$ cat src/rtl/bt_status_tx.sv
// bt_status_tx: 8N1 UART transmitter that reports player status to the
// Bluetooth module. Whenever the song select, pause state or volume changes,
// or the mp3 finish pulse fires, it sends one packet:
//   A5, {5'b0, finish_flag, pause, song_select}, vol[15:8], vol[7:0]
// Events that arrive while a packet is in flight are held and cause a
// follow-up packet. After reset, one "hello" packet goes out unprompted.
//
// Optional feature: define STATUS_CHECKSUM_EN to append a fifth byte
// B1^B2^B3 to every packet.
//
// Ports:
//   clk            system clock
//   rst_n          asynchronous active-low reset
//   i_FINISH       single-cycle pulse, current song finished
//   i_song_select  current song select
//   i_pause        current pause state
//   i_vol          current volume word
//   o_tx           UART TX line (idles high)
//   o_busy         high while a packet is being shifted out
module bt_status_tx #(
  parameter int CLK_FREQ = 100_000_000,
  parameter int BAUD     = 9600
) (
  input  logic        clk,
  input  logic        rst_n,
  input  logic        i_FINISH,
  input  logic        i_song_select,
  input  logic        i_pause,
  input  logic [15:0] i_vol,
  output logic        o_tx,
  output logic        o_busy
);

  localparam int DIV = CLK_FREQ / BAUD;
  localparam int CW  = (DIV > 1) ? $clog2(DIV) : 1;
`ifdef STATUS_CHECKSUM_EN
  localparam int NBYTES = 5;
`else
  localparam int NBYTES = 4;
`endif
  localparam logic [7:0] SYNC = 8'hA5;

  typedef enum logic [2:0] {
    S_IDLE, S_LOAD, S_START, S_DATA, S_STOP
  } state_t;

  state_t        state_q, state_d;
  logic [CW-1:0] baud_q, baud_d;
  logic [2:0]    bit_q, bit_d;
  logic [2:0]    byte_q, byte_d;
  logic          pending_q, pending_d;
  logic          finish_q, finish_d;
  logic          song_prev_q, pause_prev_q;
  logic [15:0]   vol_prev_q;
  logic [7:0]    b1_q, b2_q, b3_q;
`ifdef STATUS_CHECKSUM_EN
  logic [7:0]    b4_q;
`endif

  logic       launch, change, baud_end, last_byte;
  logic [7:0] cur_byte;

  assign change    = (i_song_select != song_prev_q) || (i_pause != pause_prev_q) ||
                     (i_vol != vol_prev_q);
  assign launch    = (state_q == S_IDLE) && pending_q;
  assign baud_end  = (baud_q == CW'(DIV - 1));
  assign last_byte = (byte_q == 3'(NBYTES - 1));

  // Launch consumes the pending/finish flags, but an event landing in the
  // same cycle re-arms them so a follow-up packet carries it.
  assign pending_d = (pending_q && !launch) || change || i_FINISH;
  assign finish_d  = (finish_q  && !launch) || i_FINISH;

  always_ff @(posedge clk or negedge rst_n) begin
    if (!rst_n) begin
      pending_q    <= 1'b1;
      finish_q     <= 1'b0;
      song_prev_q  <= 1'b0;
      pause_prev_q <= 1'b0;
      vol_prev_q   <= '0;
      b1_q         <= '0;
      b2_q         <= '0;
      b3_q         <= '0;
`ifdef STATUS_CHECKSUM_EN
      b4_q         <= '0;
`endif
    end else begin
      pending_q    <= pending_d;
      finish_q     <= finish_d;
      song_prev_q  <= i_song_select;
      pause_prev_q <= i_pause;
      vol_prev_q   <= i_vol;
      if (launch) begin
        b1_q <= {5'b0, finish_q, i_pause, i_song_select};
        b2_q <= i_vol[15:8];
        b3_q <= i_vol[7:0];
`ifdef STATUS_CHECKSUM_EN
        b4_q <= {5'b0, finish_q, i_pause, i_song_select} ^ i_vol[15:8] ^ i_vol[7:0];
`endif
      end
    end
  end

  always_ff @(posedge clk or negedge rst_n) begin
    if (!rst_n) begin
      state_q <= S_IDLE;
      baud_q  <= '0;
      bit_q   <= '0;
      byte_q  <= '0;
    end else begin
      state_q <= state_d;
      baud_q  <= baud_d;
      bit_q   <= bit_d;
      byte_q  <= byte_d;
    end
  end

  always_comb begin
    state_d = state_q;
    baud_d  = baud_q;
    bit_d   = bit_q;
    byte_d  = byte_q;
    case (state_q)
      S_IDLE:  if (pending_q) state_d = S_LOAD;
      S_LOAD: begin
        state_d = S_START;
        baud_d  = '0;
        bit_d   = '0;
        byte_d  = '0;
      end
      S_START: begin
        if (baud_end) begin
          baud_d  = '0;
          bit_d   = '0;
          state_d = S_DATA;
        end else baud_d = baud_q + CW'(1);
      end
      S_DATA: begin
        if (baud_end) begin
          baud_d = '0;
          if (bit_q == 3'd7) state_d = S_STOP;
          else               bit_d   = bit_q + 3'd1;
        end else baud_d = baud_q + CW'(1);
      end
      S_STOP: begin
        if (baud_end) begin
          baud_d = '0;
          if (last_byte) state_d = S_IDLE;
          else begin
            byte_d  = byte_q + 3'd1;
            state_d = S_START;
          end
        end else baud_d = baud_q + CW'(1);
      end
      default: state_d = S_IDLE;
    endcase
  end

  always_comb begin
    cur_byte = SYNC;
    case (byte_q)
      3'd1:    cur_byte = b1_q;
      3'd2:    cur_byte = b2_q;
      3'd3:    cur_byte = b3_q;
`ifdef STATUS_CHECKSUM_EN
      3'd4:    cur_byte = b4_q;
`endif
      default: cur_byte = SYNC;
    endcase
  end

  // Outputs decode straight from state so reset forces the line high at once.
  // Busy drops in the final cycle of the last stop bit.
  always_comb begin
    o_tx = 1'b1;
    case (state_q)
      S_START: o_tx = 1'b0;
      S_DATA:  o_tx = cur_byte[bit_q];
      default: o_tx = 1'b1;
    endcase
  end

  assign o_busy = (state_q != S_IDLE) &&
                  !((state_q == S_STOP) && baud_end && last_byte);

endmodule

$ cat config.mk
export PLATFORM = sky130hd
export DESIGN_NAME = bt_status_tx
export DESIGN_NICKNAME = d
export VERILOG_FILES = /design/src/rtl/bt_status_tx.sv
export SDC_FILE = /design/constraint.sdc
export NUM_CORES = 1
export LEC_CHECK = 0
export ABC_AREA = 1
export CAP_MARGIN = 20
export CELL_PAD_IN_SITES_DETAIL_PLACEMENT = 0
export CELL_PAD_IN_SITES_GLOBAL_PLACEMENT = 1
export CORE_UTILIZATION = 44
export CTS_BUF_LIST = sky130_fd_sc_hd__clkbuf_16
export DETAILED_ROUTE_END_ITERATION = 12
export PLACE_DENSITY = 0.79
export SYNTH_ARGS = -nofsm -noshare
export SYNTH_HDL_FRONTEND = slang
export SYNTH_SLANG_ARGS = --single-unit
export TNS_END_PERCENT = 50
$ cat constraint.sdc
create_clock -name clk -period 1.9 [get_ports clk]
set_input_delay 0.285 -clock clk [delete_from_list [all_inputs] [get_ports clk]]
set_output_delay 0.285 -clock clk [all_outputs]
set_load 0.005 [all_outputs]
==> flow_summary.ini, run 1 <==
[setup_path]
rr_startpoint = byte_q[0]$_DFFE_PN0P_
ff2ff_path_depth = 8
cp_slowest_cell = dfrtp_2
r2r_setup_slack_ns = 0.28
start_kind = flip-flop
cp_cell_sequence = ha_4 > ha_4 > buf_6 > nand2_2 > nand3_2 > nand2_1 > nand2_1 > nand3_1 > nand2_1 > nand2_1 > nand2_1 > buf_2
r2r_end = byte_q[0]$_DFFE_PN0P_
arrival_ns = 1.90
max_stage_delay_ns = 0.45
cpLargestDelayFamily = simple AND/OR/NAND/NOR gates
cpMostUsedCell = nand2_1
critPathMaxFanout = 5
critPathKind = reg -> out
cp_num_buf_inv = 2
cp-end-kind = output pin
cp.required_ns = 1.62

[finish]
multi_input_area_mm2 = 0.001524
syn2layout_area_growth_pct = 31.99
final_cell_area_mm2 = 0.004167
final_nets = 482
num_antenna_cells = 0
register_area_mm2 = 0.001554
fillCellCount = 634
drive_gt1_share_pct = 22.05
finalNonFillerCells = 554

[sta]
whs_ns = 0.4190
fmax_ghz = 0.4578
final_hold_viol_count = 0
fin_crit_sh_pct = 115.0
layout_min_cycle_time_ns = 2.184
maxSlewViolCount = 0
rsz0062_at_grt = yes
skew_ns = 0.005252
tightestPinTransition_ns = 0.5594
setup_viol = 2
max_slew_margin_pct = 62.71
setup_slack_ns = -0.2843

[die]
ioPinCount = 23
row_count = 30
start_util_pct = 45.96
die_w_um = 86.70
core_mm2 = 0.006869
die-area_mm2 = 0.007517
fp.dieH_um = 86.70

[power]
p_leak_nw = 2.000
power_density_mw_per_mm2 = 1008
power.total_mw = 4.201
vdd_drop_max_mv = 0.6346

[logic_synthesis]
synth_seq_cells = 62
synth_top_flop_cell = dfrtp_1
async_reset_ff_share_pct = 100.0
synth.distinct_cells = 31
synth.top_cells.by_count = nand2_1, dfrtp_1, inv_1
syn_inst = 392
synth_edf_count = 0
yosysTopAreaCell = dfrtp_1
yosysWarningCount = 0
syn_area_mm2 = 0.003157
ys_seq_area_share_pct = 49.19
yosys-top-cells-area = dfrtp_1, nand2_1, inv_1, nand3_1, ha_1
synth_nets = 421
avgSynthCellArea_um2 = 8.053
yosysTopAreaCellShare_pct = 48.36
synth.most_common_cell = nand2_1

[clock_network]
clk_path_buf_depth = 2
clock_latency_ns = 0.33
htreeDepth = 3
cts_tree = yes
cts-root-buf = clkbuf_16
numCtsBuffers = 9
cts.sink_count = 62
clk_pin_slew_worst_paths_ns = 0.06

[global_route]
grt_usage_pct = 21.64
grt_max_degree = 31
grt_antenna_before_repair = 0
grt_pass1_vias = 2641
grt_pass1_wl_mm = 12.28
gr-total-overflow = 0

[drt]
wl_per_cell_um = 13.06
drc = 0
vias = 2724
firstDrtPassIters = 4
avgViaCountPerCell = 4.917
first_iter_violations = 150
drt-total-wl_mm = 7.238
ant_nets = 0

[place]
post-place-ws_ns = -0.3036
dp.cells = 535
gp_congestion = 0.8419
dp_hpwl_mm = 5.111
place_area_mm2 = 0.003699
port_buffers = 22

[worst_hold_path]
hp-class = in -> reg
holdCritStartpoint = i_vol[3]
hold_end = vol_prev_q[3]$_DFF_PN0_
hold_depth = 1

[outcome]
violations = negative setup slack
status = finished with violations

[flow_run]
cap_violations = 0
-- worst reg2reg max path: stages (launching register included) --
cell,delay (ns)
dfrtp_2,0.45
ha_4,0.19
ha_4,0.16
buf_6,0.12
buf_4,0.13
o21ai_0,0.15
nand2_1,0.16
nand2_1,0.09
o21ai_1,0.06
-- cell type report --
class | instances | share of cell area [%]
flip-flops and latches | 62 | 37.30
multi-input cells | 274 | 36.58
well taps | 96 | 2.883
clock inverters | 7 | 1.592
repair buffers | 55 | 11.59
clock buffers | 9 | 5.405
inverters | 51 | 4.655
-- through the flow --
step,utilization [%],TNS (ns)
final,60.66,-0.3152
after global routing,60.66,-0.4853
after CTS,59.91,-0.3343
after detailed placement,53.84,-0.3648
after global placement,53.84,-0.3172
after floorplan,-,0
-- cell usage in the layout (no fill, tap or decap), drive strengths merged --
cell type      netlist  layout
clkbuf               1      10
clkinvlp             0       2
nand3               33      33
xnor2                5       5
a211oi               1       1
o21ai               32      32
bufinv               0       1
dfstp                1       1
inv                 50      51
or2                  4       4
buf                  4      34
dlygate4sd3          0       1
mux2i                1       1
xor2                 7       7
o22ai                4       4
clkinv               1       4
o2111ai              1       1
nor2                27      27
nand2              126     126
clkdlybuf4s50        0      19
nor3                 4       4
a21oi                8       8
nand4               12      12
a21o                 1       1
dfrtp               61      61
ha                   8       8
-- what timing repair did --
action,in CTS,in global routing
hold buffers,1,0
pin swaps,18,8
buffers inserted,3,0
hold endpoints to repair,20,0
setup endpoints to repair,2,2
resized for setup,36,15
-- layer usage --
metal	vias to the layer above	track usage (%)	routed length (um)	share of wire (%)
met4	0	9.848	184	2.5
li1	1396	-	-	-
met2	43	31.60	3163	44
met5	-	0	0	0
met1	1270	31.56	3717	51
met3	15	3.429	172	2.4
-- how the worst max path moves through the flow --
stage	start	end	slack, ns	cells past startpoint
floorplan	byte_q[0]$_DFFE_PN0P_	o_tx	0.22	11
global placement	byte_q[0]$_DFFE_PN0P_	o_tx	-0.27	12
detailed placement	byte_q[0]$_DFFE_PN0P_	o_tx	-0.30	12
CTS	byte_q[1]$_DFFE_PN0P_	o_tx	-0.23	13
global route	byte_q[0]$_DFFE_PN0P_	o_tx	-0.41	13
finish	byte_q[0]$_DFFE_PN0P_	o_tx	-0.28	12
-- where the power goes --
| part | leakage (nW) | internal (mW) | switching [mW] |
|---|---|---|---|
| Clock | 0.140 | 1.00 | 0.590 |
| Combinational | 1.12 | 0.382 | 0.436 |
| Sequential | 0.742 | 1.59 | 0.199 |
-- sequential cells by signal (all words and copies together) (netlist names) --
name / count
vol_prev_q: 16
pause_prev_q: 1
pending_q: 1
song_prev_q: 1
b1_q: 3
b2_q: 8
byte_q: 3
finish_q: 1
state_q: 3
baud_q: 14
bit_q: 3
b3_q: 8
-- logic make-up (layout without fill, tap and decap cells) --
group           after synthesis  in the layout  synth area share [%]
compound gates               47             47                 8.007
xor+xnor                     12             12                 3.329
fa+ha+maj                     8              8                 3.171
buf+inv                      56            122                 7.055
flops                        62             62                 49.19
mux                           1              1                0.3171
simple gates                206            206                 28.93
No activity file was read; power rests on OpenSTA's default activity.
==> inputs of run 2 (changes only) <==
--- a/config.mk
+++ b/config.mk
@@ -9,10 +9,11 @@
 export CAP_MARGIN = 20
 export CELL_PAD_IN_SITES_DETAIL_PLACEMENT = 0
 export CELL_PAD_IN_SITES_GLOBAL_PLACEMENT = 1
-export CORE_UTILIZATION = 44
-export CTS_BUF_LIST = sky130_fd_sc_hd__clkbuf_16
+export CORE_UTILIZATION = 45
+export CTS_BUF_LIST = sky130_fd_sc_hd__clkbuf_4 sky130_fd_sc_hd__clkbuf_8
 export DETAILED_ROUTE_END_ITERATION = 12
-export PLACE_DENSITY = 0.79
+export PLACE_DENSITY = 0.8
+export SKIP_CTS_REPAIR_TIMING = 1
 export SYNTH_ARGS = -nofsm -noshare
 export SYNTH_HDL_FRONTEND = slang
 export SYNTH_SLANG_ARGS = --single-unit
==> run 2 against run 1 <==
The run still ends with negative setup slack left. Non-clock buffer count increased by 5. Critical path depth is 1 higher. Sequential cell count unchanged. Clock-buffer cell count is the same. Fmax rose by 1.2%. Combinational power grew 5.6%. Sequential share of layout area increased by 1.1 points. Via count rose by 0.44%. Total power is 11% lower. Critical endpoint unchanged. Largest power group unchanged.
==> flow_summary.ini, run 2 (synthesized netlist as in run 1, its figures left out) <==
[setup_path]
arrival_ns = 1.87
cpLargestDelayFamily = simple AND/OR/NAND/NOR gates
cp.required_ns = 1.62
r2r_end = b3_q[0]$_DFFE_PN0P_
cp-end-kind = output pin
rr_startpoint = state_q[0]$_DFFE_PN0P_
ff2ff_path_depth = 7
cp_slowest_cell = dfrtp_2
critPathKind = reg -> out
cpMostUsedCell = nand2_1
max_stage_delay_ns = 0.44
r2r_setup_slack_ns = 0.24
startpoint = byte_q[1]$_DFFE_PN0P_
start_kind = flip-flop
critPathMaxFanout = 4
cp_num_buf_inv = 4
cp_cell_sequence = buf_6 > ha_4 > buf_4 > nand2_4 > nand3_4 > nand2_2 > inv_1 > nand3_1 > nand3_1 > nand2_1 > nand2_1 > nand2_1 > clkbuf_2

[die]
fp.dieH_um = 85.76
ioPinCount = 23
die-area_mm2 = 0.007354
row_count = 30
die_w_um = 85.76
start_util_pct = 46.46
core_mm2 = 0.006794

[global_route]
grt_pass1_wl_mm = 11.87
gr-total-overflow = 0
grt_pass1_vias = 2659
grt_antenna_before_repair = 0
grt_usage_pct = 21.05
grt_max_degree = 40

[finish]
final_cell_area_mm2 = 0.004055
final_common_cell = nand2_1
final_cell_mix = nand2_1, dfrtp_1, inv_1
syn2layout_area_growth_pct = 28.46
largest-register = vol_prev_q
largest_reg_flops = 16
reg_top3 = vol_prev_q: 16 flops, baud_q: 14 flops
num_antenna_cells = 0
final_nets = 487
drive_gt1_share_pct = 20.73

[sta]
setup_viol = 2
rsz0062_at_grt = yes
layout_min_cycle_time_ns = 2.158
maxSlewViolCount = 0
max_slew_margin_pct = 67.52
fin_crit_sh_pct = 113.6
skew_ns = 0.007023
fmax_ghz = 0.4634
final_hold_viol_count = 0
tightestPinTransition_ns = 0.4872
setup_slack_ns = -0.2578

[drt]
wl_per_cell_um = 12.52
ant_nets = 0
drt-total-wl_mm = 6.999
vias = 2736
firstDrtPassIters = 5
avgViaCountPerCell = 4.894
drc = 0
first_iter_violations = 90

[power]
p_leak_nw = 1.951
switching_share_pct = 30.65
power_frac_seq_pct = 47.1
vdd_drop_max_mv = 0.5979
combPwrFrac_pct = 23.0
power_density_mw_per_mm2 = 926.2
clkPwrFrac_pct = 29.9
power.internal_mw = 2.605
p_sw_mw = 1.151

[flow_run]
cap_violations = 0

[worst_hold_path]
holdCritStartpoint = i_vol[11]
hp-class = in -> reg
hold_end = vol_prev_q[11]$_DFF_PN0_
hold_depth = 1

[outcome]
violations = negative setup slack
status = finished with violations

[clock_network]
clk_path_buf_depth = 2
numCtsBuffers = 9
cts.sink_count = 62
htreeDepth = 3
clock_latency_ns = 0.34
cts_tree = yes
clk_pin_slew_worst_paths_ns = 0.07
cts-root-buf = clkbuf_8

[place]
post-place-ws_ns = -0.3195
gp_congestion = 0.8047
dp_hpwl_mm = 5.166
port_buffers = 22
place_area_mm2 = 0.003716
[run 2: layer usage]
| layer | up-vias | share of wire (%) | GRT usage, % |
|---|---|---|---|
| met5 | - | 0 | 0 |
| met4 | 0 | 2.4 | 10.30 |
| met3 | 16 | 2.3 | 4.139 |
| met2 | 40 | 50 | 35.49 |
| met1 | 1285 | 46 | 25.92 |
| li1 | 1395 | - | - |
[run 2: power groups by stage]
stage               clock network, mW  registers, mW  logic, mW
floorplan                           0           1.76      0.477
global placement                    0           1.78      0.810
detailed placement                  0           1.79      0.829
CTS                              1.15           1.77      0.833
global route                     1.22           1.80      0.992
finish                           1.12           1.77      0.864
[run 2: worst max path at each step]
stage	to	slack (ns)	depth (start not counted)
final	o_tx	-0.26	13
after global routing	o_tx	-0.38	14
after CTS	o_tx	-0.70	12
after detailed placement	o_tx	-0.32	13
after global placement	o_tx	-0.28	12
after floorplan	o_tx	0.22	11
[run 2: per-stage QoR]
step | setup TNS (ns) | instances | power, mW | util, % | hold slack [ns]
floorplan | 0 | 392 | 2.241 | - | -0.01059
global placement | -0.3391 | 539 | 2.592 | 54.70 | 0.3050
detailed placement | -0.3802 | 539 | 2.617 | 54.70 | 0.3062
CTS | -1.151 | 555 | 3.752 | 57.48 | -0.06422
global route | -0.4840 | 559 | 4.009 | 59.69 | 0.3900
finish | -0.2662 | 559 | 3.756 | 59.69 | 0.4025
[run 2: final cells by class]
cell class	count	area [um2]
Timing Repair Buffer	60	511.7
Multi-Input combinational cell	274	1488
Sequential cell	62	1555
Clock buffer	9	123.9
Tap cell	96	120.1
Fill cell	628	2739
Clock inverter	7	65.06
Inverter	51	191.4
[run 2: worst register-to-register path: stages (launching register included)]
cell and delay, ns:
dfrtp_1 0.45, nor2_2 0.17, nand2_1 0.13, buf_4 0.17, nor2_4 0.17, inv_2 0.22
nand2_1 0.13, o21ai_0 0.09
